### config.mk
export PLATFORM = sky130hd
export DESIGN_NAME = fp_add_normalize
export DESIGN_NICKNAME = d
export VERILOG_FILES = /design/src/rtl/fp_pkg.sv /design/src/rtl/fp_add_normalize_lzc27.sv /design/src/rtl/fp_add_normalize.sv
export SDC_FILE = /design/constraint.sdc
export NUM_CORES = 1
export LEC_CHECK = 0
export ABC_AREA = 1
export CAP_MARGIN = 20
export CELL_PAD_IN_SITES_DETAIL_PLACEMENT = 0
export CELL_PAD_IN_SITES_GLOBAL_PLACEMENT = 1
export CORE_UTILIZATION = 30
export DETAILED_ROUTE_END_ITERATION = 8
export GPL_TIMING_DRIVEN = 0
export HOLD_SLACK_MARGIN = 0.08
export PLACE_DENSITY = 0.67
export SLEW_MARGIN = 0
export SYNTH_ARGS = -nofsm -noshare
export SYNTH_HDL_FRONTEND = slang
export SYNTH_SLANG_ARGS = --single-unit
### constraint.sdc
create_clock -name CLK -period 5.58 [get_ports CLK]
set_clock_uncertainty 0.05 [all_clocks]
set_input_delay 1.116 -clock CLK [delete_from_list [all_inputs] [get_ports CLK]]
set_output_delay 1.116 -clock CLK [all_outputs]
set_load 0.01 [all_outputs]
### src/rtl/fp_pkg.sv
// Shared constants and stage payload for the single-precision adder datapath.
package fp_pkg;

  localparam int unsigned MW      = 27;
  localparam int unsigned EW      = 8;
  localparam int unsigned XW      = 10;
  localparam int unsigned EXP_MAX = 255;
  localparam int unsigned BIAS    = 127;
  localparam int unsigned HID_POS = 26;
  localparam int unsigned LSB_POS = 3;
  localparam int unsigned G_POS   = 2;
  localparam int unsigned R_POS   = 1;
  localparam int unsigned S_POS   = 0;

  // Stage-1 to stage-2 payload: raw sum, add carry, effective exponent, sign.
  typedef struct packed {
    logic [MW-1:0] sum;
    logic          carry;
    logic [EW-1:0] exp;
    logic          sign;
  } s1_t;

endpackage

### src/rtl/fp_add_normalize_lzc27.sv
// Combinational leading-zero counter over 27 bits; all-zero input yields 27.
module lzc27 (
  input  logic [26:0] din,
  output logic [4:0]  count
);

  // Ascending scan: the highest set bit is the last one to write the count.
  always_comb begin
    count = 5'd27;
    for (int i = 0; i < 27; i++) begin
      if (din[i]) count = 5'(26 - i);
    end
  end

endmodule

### src/rtl/fp_add_normalize.sv
// Add aligned significands, normalize, round to nearest-even and pack an
// IEEE-754 single; two-stage valid/ready pipeline.
module fp_add_normalize #(
  parameter int unsigned MW = 27,
  parameter int unsigned EW = 8
) (
  input  logic          CLK,
  input  logic          RST,
  input  logic          in_valid,
  output logic          in_ready,
  input  logic [MW-1:0] op_a,
  input  logic [MW-1:0] op_b,
  input  logic          eop,
  input  logic [EW-1:0] e_big,
  input  logic          sign_res,
  output logic          out_valid,
  input  logic          out_ready,
  output logic [31:0]   result,
  output logic          ovf,
  output logic          zero
);

  import fp_pkg::*;

  logic        s1_valid;
  s1_t         s1;
  s1_t         s1_next;
  logic        adv1;
  logic        adv2;
  logic [27:0] sum_w;

  logic [4:0]    lz;
  logic [XW-1:0] e_ext;
  logic [XW-1:0] lim;
  logic [XW-1:0] sh;
  logic [XW-1:0] exp_n;
  logic [XW-1:0] exp_r;
  logic [26:0]   norm;
  logic          inc;
  logic [24:0]   rnd;
  logic [23:0]   mant;
  logic          is_zero;
  logic          is_ovf;
  logic [31:0]   res_next;

  assign adv2     = !out_valid || out_ready;
  assign adv1     = !s1_valid || adv2;
  assign in_ready = adv1 && !RST;

  // Stage 1: carry out is meaningless on subtract, so it is dropped there.
  always_comb begin
    sum_w         = {1'b0, op_a} + {1'b0, op_b} + 28'(eop);
    s1_next.sum   = sum_w[26:0];
    s1_next.carry = sum_w[27] && !eop;
    s1_next.exp   = (e_big == '0) ? 8'd1 : e_big;
    s1_next.sign  = sign_res;
  end

  always_ff @(posedge CLK) begin
    if (RST) begin
      s1_valid <= 1'b0;
    end else if (adv1) begin
      s1_valid <= in_valid;
    end
  end

  always_ff @(posedge CLK) begin
    if (adv1 && in_valid) s1 <= s1_next;
  end

  lzc27 u_lzc (
    .din   (s1.sum),
    .count (lz)
  );

  // Stage 2: normalize (left shift clamped at the subnormal limit), RNE, pack.
  always_comb begin
    e_ext = XW'(s1.exp);
    lim   = e_ext - 10'd1;
    sh    = '0;
    norm  = s1.sum;
    exp_n = e_ext;
    if (s1.carry) begin
      norm  = {1'b1, s1.sum[26:2], s1.sum[1] | s1.sum[0]};
      exp_n = e_ext + 10'd1;
    end else begin
      sh    = (XW'(lz) < lim) ? XW'(lz) : lim;
      norm  = s1.sum << sh;
      exp_n = e_ext - sh;
    end

    inc = norm[G_POS] & (norm[R_POS] | norm[S_POS] | norm[LSB_POS]);
    rnd = {1'b0, norm[HID_POS:LSB_POS]} + 25'(inc);
    if (rnd[24]) begin
      mant  = rnd[24:1];
      exp_r = exp_n + 10'd1;
    end else begin
      mant  = rnd[23:0];
      exp_r = exp_n;
    end

    is_zero = !s1.carry && (s1.sum == '0);
    is_ovf  = !is_zero && (exp_r >= XW'(EXP_MAX));
    if (is_zero) begin
      res_next = 32'h0000_0000;
    end else if (is_ovf) begin
      res_next = {s1.sign, 8'hFF, 23'h0};
    end else begin
      res_next = {s1.sign, (mant[23] ? exp_r[7:0] : 8'd0), mant[22:0]};
    end
  end

  always_ff @(posedge CLK) begin
    if (RST) begin
      out_valid <= 1'b0;
      result    <= '0;
      ovf       <= 1'b0;
      zero      <= 1'b0;
    end else if (adv2) begin
      out_valid <= s1_valid;
      if (s1_valid) begin
        result <= res_next;
        ovf    <= is_ovf;
        zero   <= is_zero;
      end
    end
  end

endmodule

==> flow_summary_export.csv <==
group,metric,value,unit
status,status,"complete, no violations",
power_and_ir_drop,p_sw,0.00112,W
route,route.detailed.drc,0,
global_routing,grt_max_degree,29,
timing,slew_violations,0,
job,cap_violations,0,
floorplanning,io_pins,104,
synth,ys_ff_latch,73,
layout,antenna_cells,0,
power_and_ir_drop,p_per_area,243,mW/mm^2
layout,fillers,2776,
layout,stdcell_count,1733,
power_and_ir_drop,combPwrFrac,50.5,%
timing,fin_crit_sh,98.8,%
synth,synth.net_count,1338,
global_routing,track_usage,20.0,%
floorplanning,core,0.0260,sq mm
global_routing,grt_pass1_wl,42100,um
clock_network,insertion_delay,0.36,ns
setup_path,cp_max_fo,8,
floorplanning,initial_core_util,30.6,%
placed_design,port-buffer-count,102,
route,via_per_inst,4.90,
timing,relSlewSlack,47.9,%
route,ant_nets,0,
setup_path,max_stage_delay,0.41,ns
route,wirelength,27300,um
global_routing,grt_overflow,0,
synth,ys_seq_area_share,23.1,%
clock_network,cts.sinks,73,
clock_network,clock-root-buffer,"clkbuf_16",
power_and_ir_drop,p_clk_share,23.2,%
floorplanning,die_w,165,um
timing,finalSetupViolations,0,
layout,layout.nets,1503,
layout,mostFrequentLayoutCells,"nand2_1 (359), nand3_1 (166), inv_1 (104), clkdlybuf4s50_1 (102), nor2_1 (75)",
setup_path,end_kind,"register",
worst_hold_path,hold_path.class,"register to register",
route,drt_first_pass_iters,5,
clock_network,clk_path_buf_depth,2,
layout,final_common_cell,"nand2_1",
setup_path,startpoint_type,"register",
clock_network,h-tree-depth,3,
placed_design,place_congestion,0.948,
route,vias,8494,
setup_path,slowest_stage,"edfxtp_1",
clock_network,cts_made_buffers,9,
synth,synth_edf_count,37,
power_and_ir_drop,ir_worst_vdd,0.154,mV
synth,yosys.cell_types.count,56,
floorplanning,die_area,0.0271,sq mm
route,drtIter0Drc,504,
power_and_ir_drop,p_int,0.00148,W
power_and_ir_drop,switching_share,43.0,%
synth,syn_area,0.00794,sq mm
setup_path,crit_arrival,5.74,ns
timing,min_period,5.51,ns
synth,yosysWarnings,0,
placed_design,dp.cells,1666,
global_routing,grt_pass1_vias,8005,
synth,synth_cells,1228,
timing,setup_ws,0.0673,ns
power_and_ir_drop,p_leak,4.88,nW
timing,hold_viol_final,0,
setup_path,worstPathRequired,5.81,ns
placed_design,dp_worst_setup_slack,-0.825,ns
clock_network,tritoncts,"done",
timing,grt_setup_unrepaired,"true",
placed_design,dp_hpwl,21500,um
synth,async_flop_share,0,%
floorplanning,rows,59,
layout,flow.area_growth_from_synthesis,35.0,%
route,routedWlPerCell,15.7,um
timing,worst_pin_slew,0.775,ns
global_routing,antenna_found_initial,0,
synth,postSynthAreaPerCell,6.47,sq um
floorplanning,die_h,165,um
timing,fmax,181,MHz
power_and_ir_drop,seqPwrFrac,26.3,%
synth,synth-main-ff-cell,"edfxtp_1",
clock_network,clk_pin_slew,0.06,ns
setup_path,critPathMostFrequentCell,"nand2_1",
setup_path,critPathKind,"register to register",
layout,drive_gt1_share,19.2,%
registers in the layout, summed over array words and instances (netlist names):
name / flops
ovf: 1
s1: 29
s1_valid: 1
out_valid: 1
e_ext: 8
result: 32
zero: 1
stage by stage:
stage               setup TNS (ns)  utilization, %  instance area (sq um)  power, W  hold slack [ns]
CTS                              0            38.9                  10100   0.00250            0.416
finish                           0            41.3                  10700   0.00260            0.413
floorplan                        0               -                   7940   0.00148            0.425
detailed placement          -23.33            36.2                   9400   0.00184            0.406
global route                -10.67            41.3                  10700   0.00278            0.433
global placement            -23.57            36.1                   9380   0.00185            0.402
power groups by stage:
stage / clock network [W] / logic, W / registers, W
3_3_place_gp: 0 / 0.00115 / 0.000694
3_5_place_dp: 0 / 0.00115 / 0.000694
4_1_cts: 0.000615 / 0.00121 / 0.000681
2_1_floorplan: 0 / 0.000791 / 0.000685
6_report: 0.000604 / 0.00132 / 0.000684
5_1_grt: 0.000638 / 0.00145 / 0.000689
path summary, 6_finish.rpt:
path | from | endpoint | slack [ns] | depth (start not counted)
worst max register to register | s1[12] | result[15] | 0.07 | 42
worst max-delay path | s1[12] | result[15] | 0.07 | 42
worst min register to register | result[4] | result[4] | 0.41 | 2
worst min-delay path | result[4] | result[4] | 0.41 | 2
cell usage after synthesis, types with 6 or more instances:
cell type | n | share of area, %
nand2_1 | 382 | 18
nand3_1 | 181 | 11
inv_1 | 117 | 5.5
nor2_1 | 79 | 3.7
a21oi_1 | 65 | 4.1
xor2_1 | 41 | 4.5
ha_1 | 39 | 6.1
edfxtp_1 | 37 | 14
dfxtp_1 | 36 | 9.1
o21ai_0 | 30 | 1.9
nand4_1 | 24 | 1.9
nand2_2 | 14 | 1.1
nor3_1 | 14 | 0.88
a21oi_2 | 13 | 1.4
xnor2_1 | 13 | 1.4
buf_6 | 12 | 1.7
clkbuf_1 | 12 | 0.57
buf_2 | 10 | 0.63
inv_2 | 9 | 0.43
o21ai_1 | 9 | 0.57
buf_4 | 8 | 0.76
nand2_4 | 7 | 0.99
nor4_1 | 6 | 0.47
per-layer routing:
metal  part of all wire [%]  GRT usage (%)
met1                     45           25.6
met2                     46           33.4
met3                    4.6           2.08
met4                    4.4           9.88
met5                      0              0
critical path, delay by kind of cell (launching register included):
kind | cells | cell delay (ns)
AO/OA/AOI/OAI | 7 | 1.19
XOR/XNOR | 1 | 0.15
adder cells (fa/ha/maj) | 2 | 0.49
buffers and inverters | 9 | 1.14
flip-flops | 1 | 0.41
AND/OR/NAND/NOR | 23 | 2.00
cell type report:
class / instances / area, sq um / area share (%)
sequential: 73 / 1830 / 17.1
inverter: 128 / 485 / 4.53
tap: 335 / 419 / 3.91
clock buffer: 9 / 225 / 2.10
buffer: 53 / 454 / 4.24
clock inverter: 7 / 75.1 / 0.700
timing repair buffer: 153 / 1490 / 13.9
multi-input combinational: 975 / 5740 / 53.6
kinds of logic after synthesis:
| kind of cell | synth area share (%) |
|---|---|
| adder cells (fa/ha/maj) | 6.90 |
| flip-flops | 23.1 |
| buffers and inverters | 11.1 |
| XOR/XNOR | 5.96 |
| AO/OA/AOI/OAI | 11.5 |
| AND/OR/NAND/NOR | 41.5 |
repair_timing:
item	4_1_cts	5_1_grt
hold buffers	0	0
pin swaps	15	43
resized for setup	60	92
setup endpoints to repair	32	32
cloned	1	3
setup buffers	19	28
Note: power is estimated with default switching activity, not from simulation.
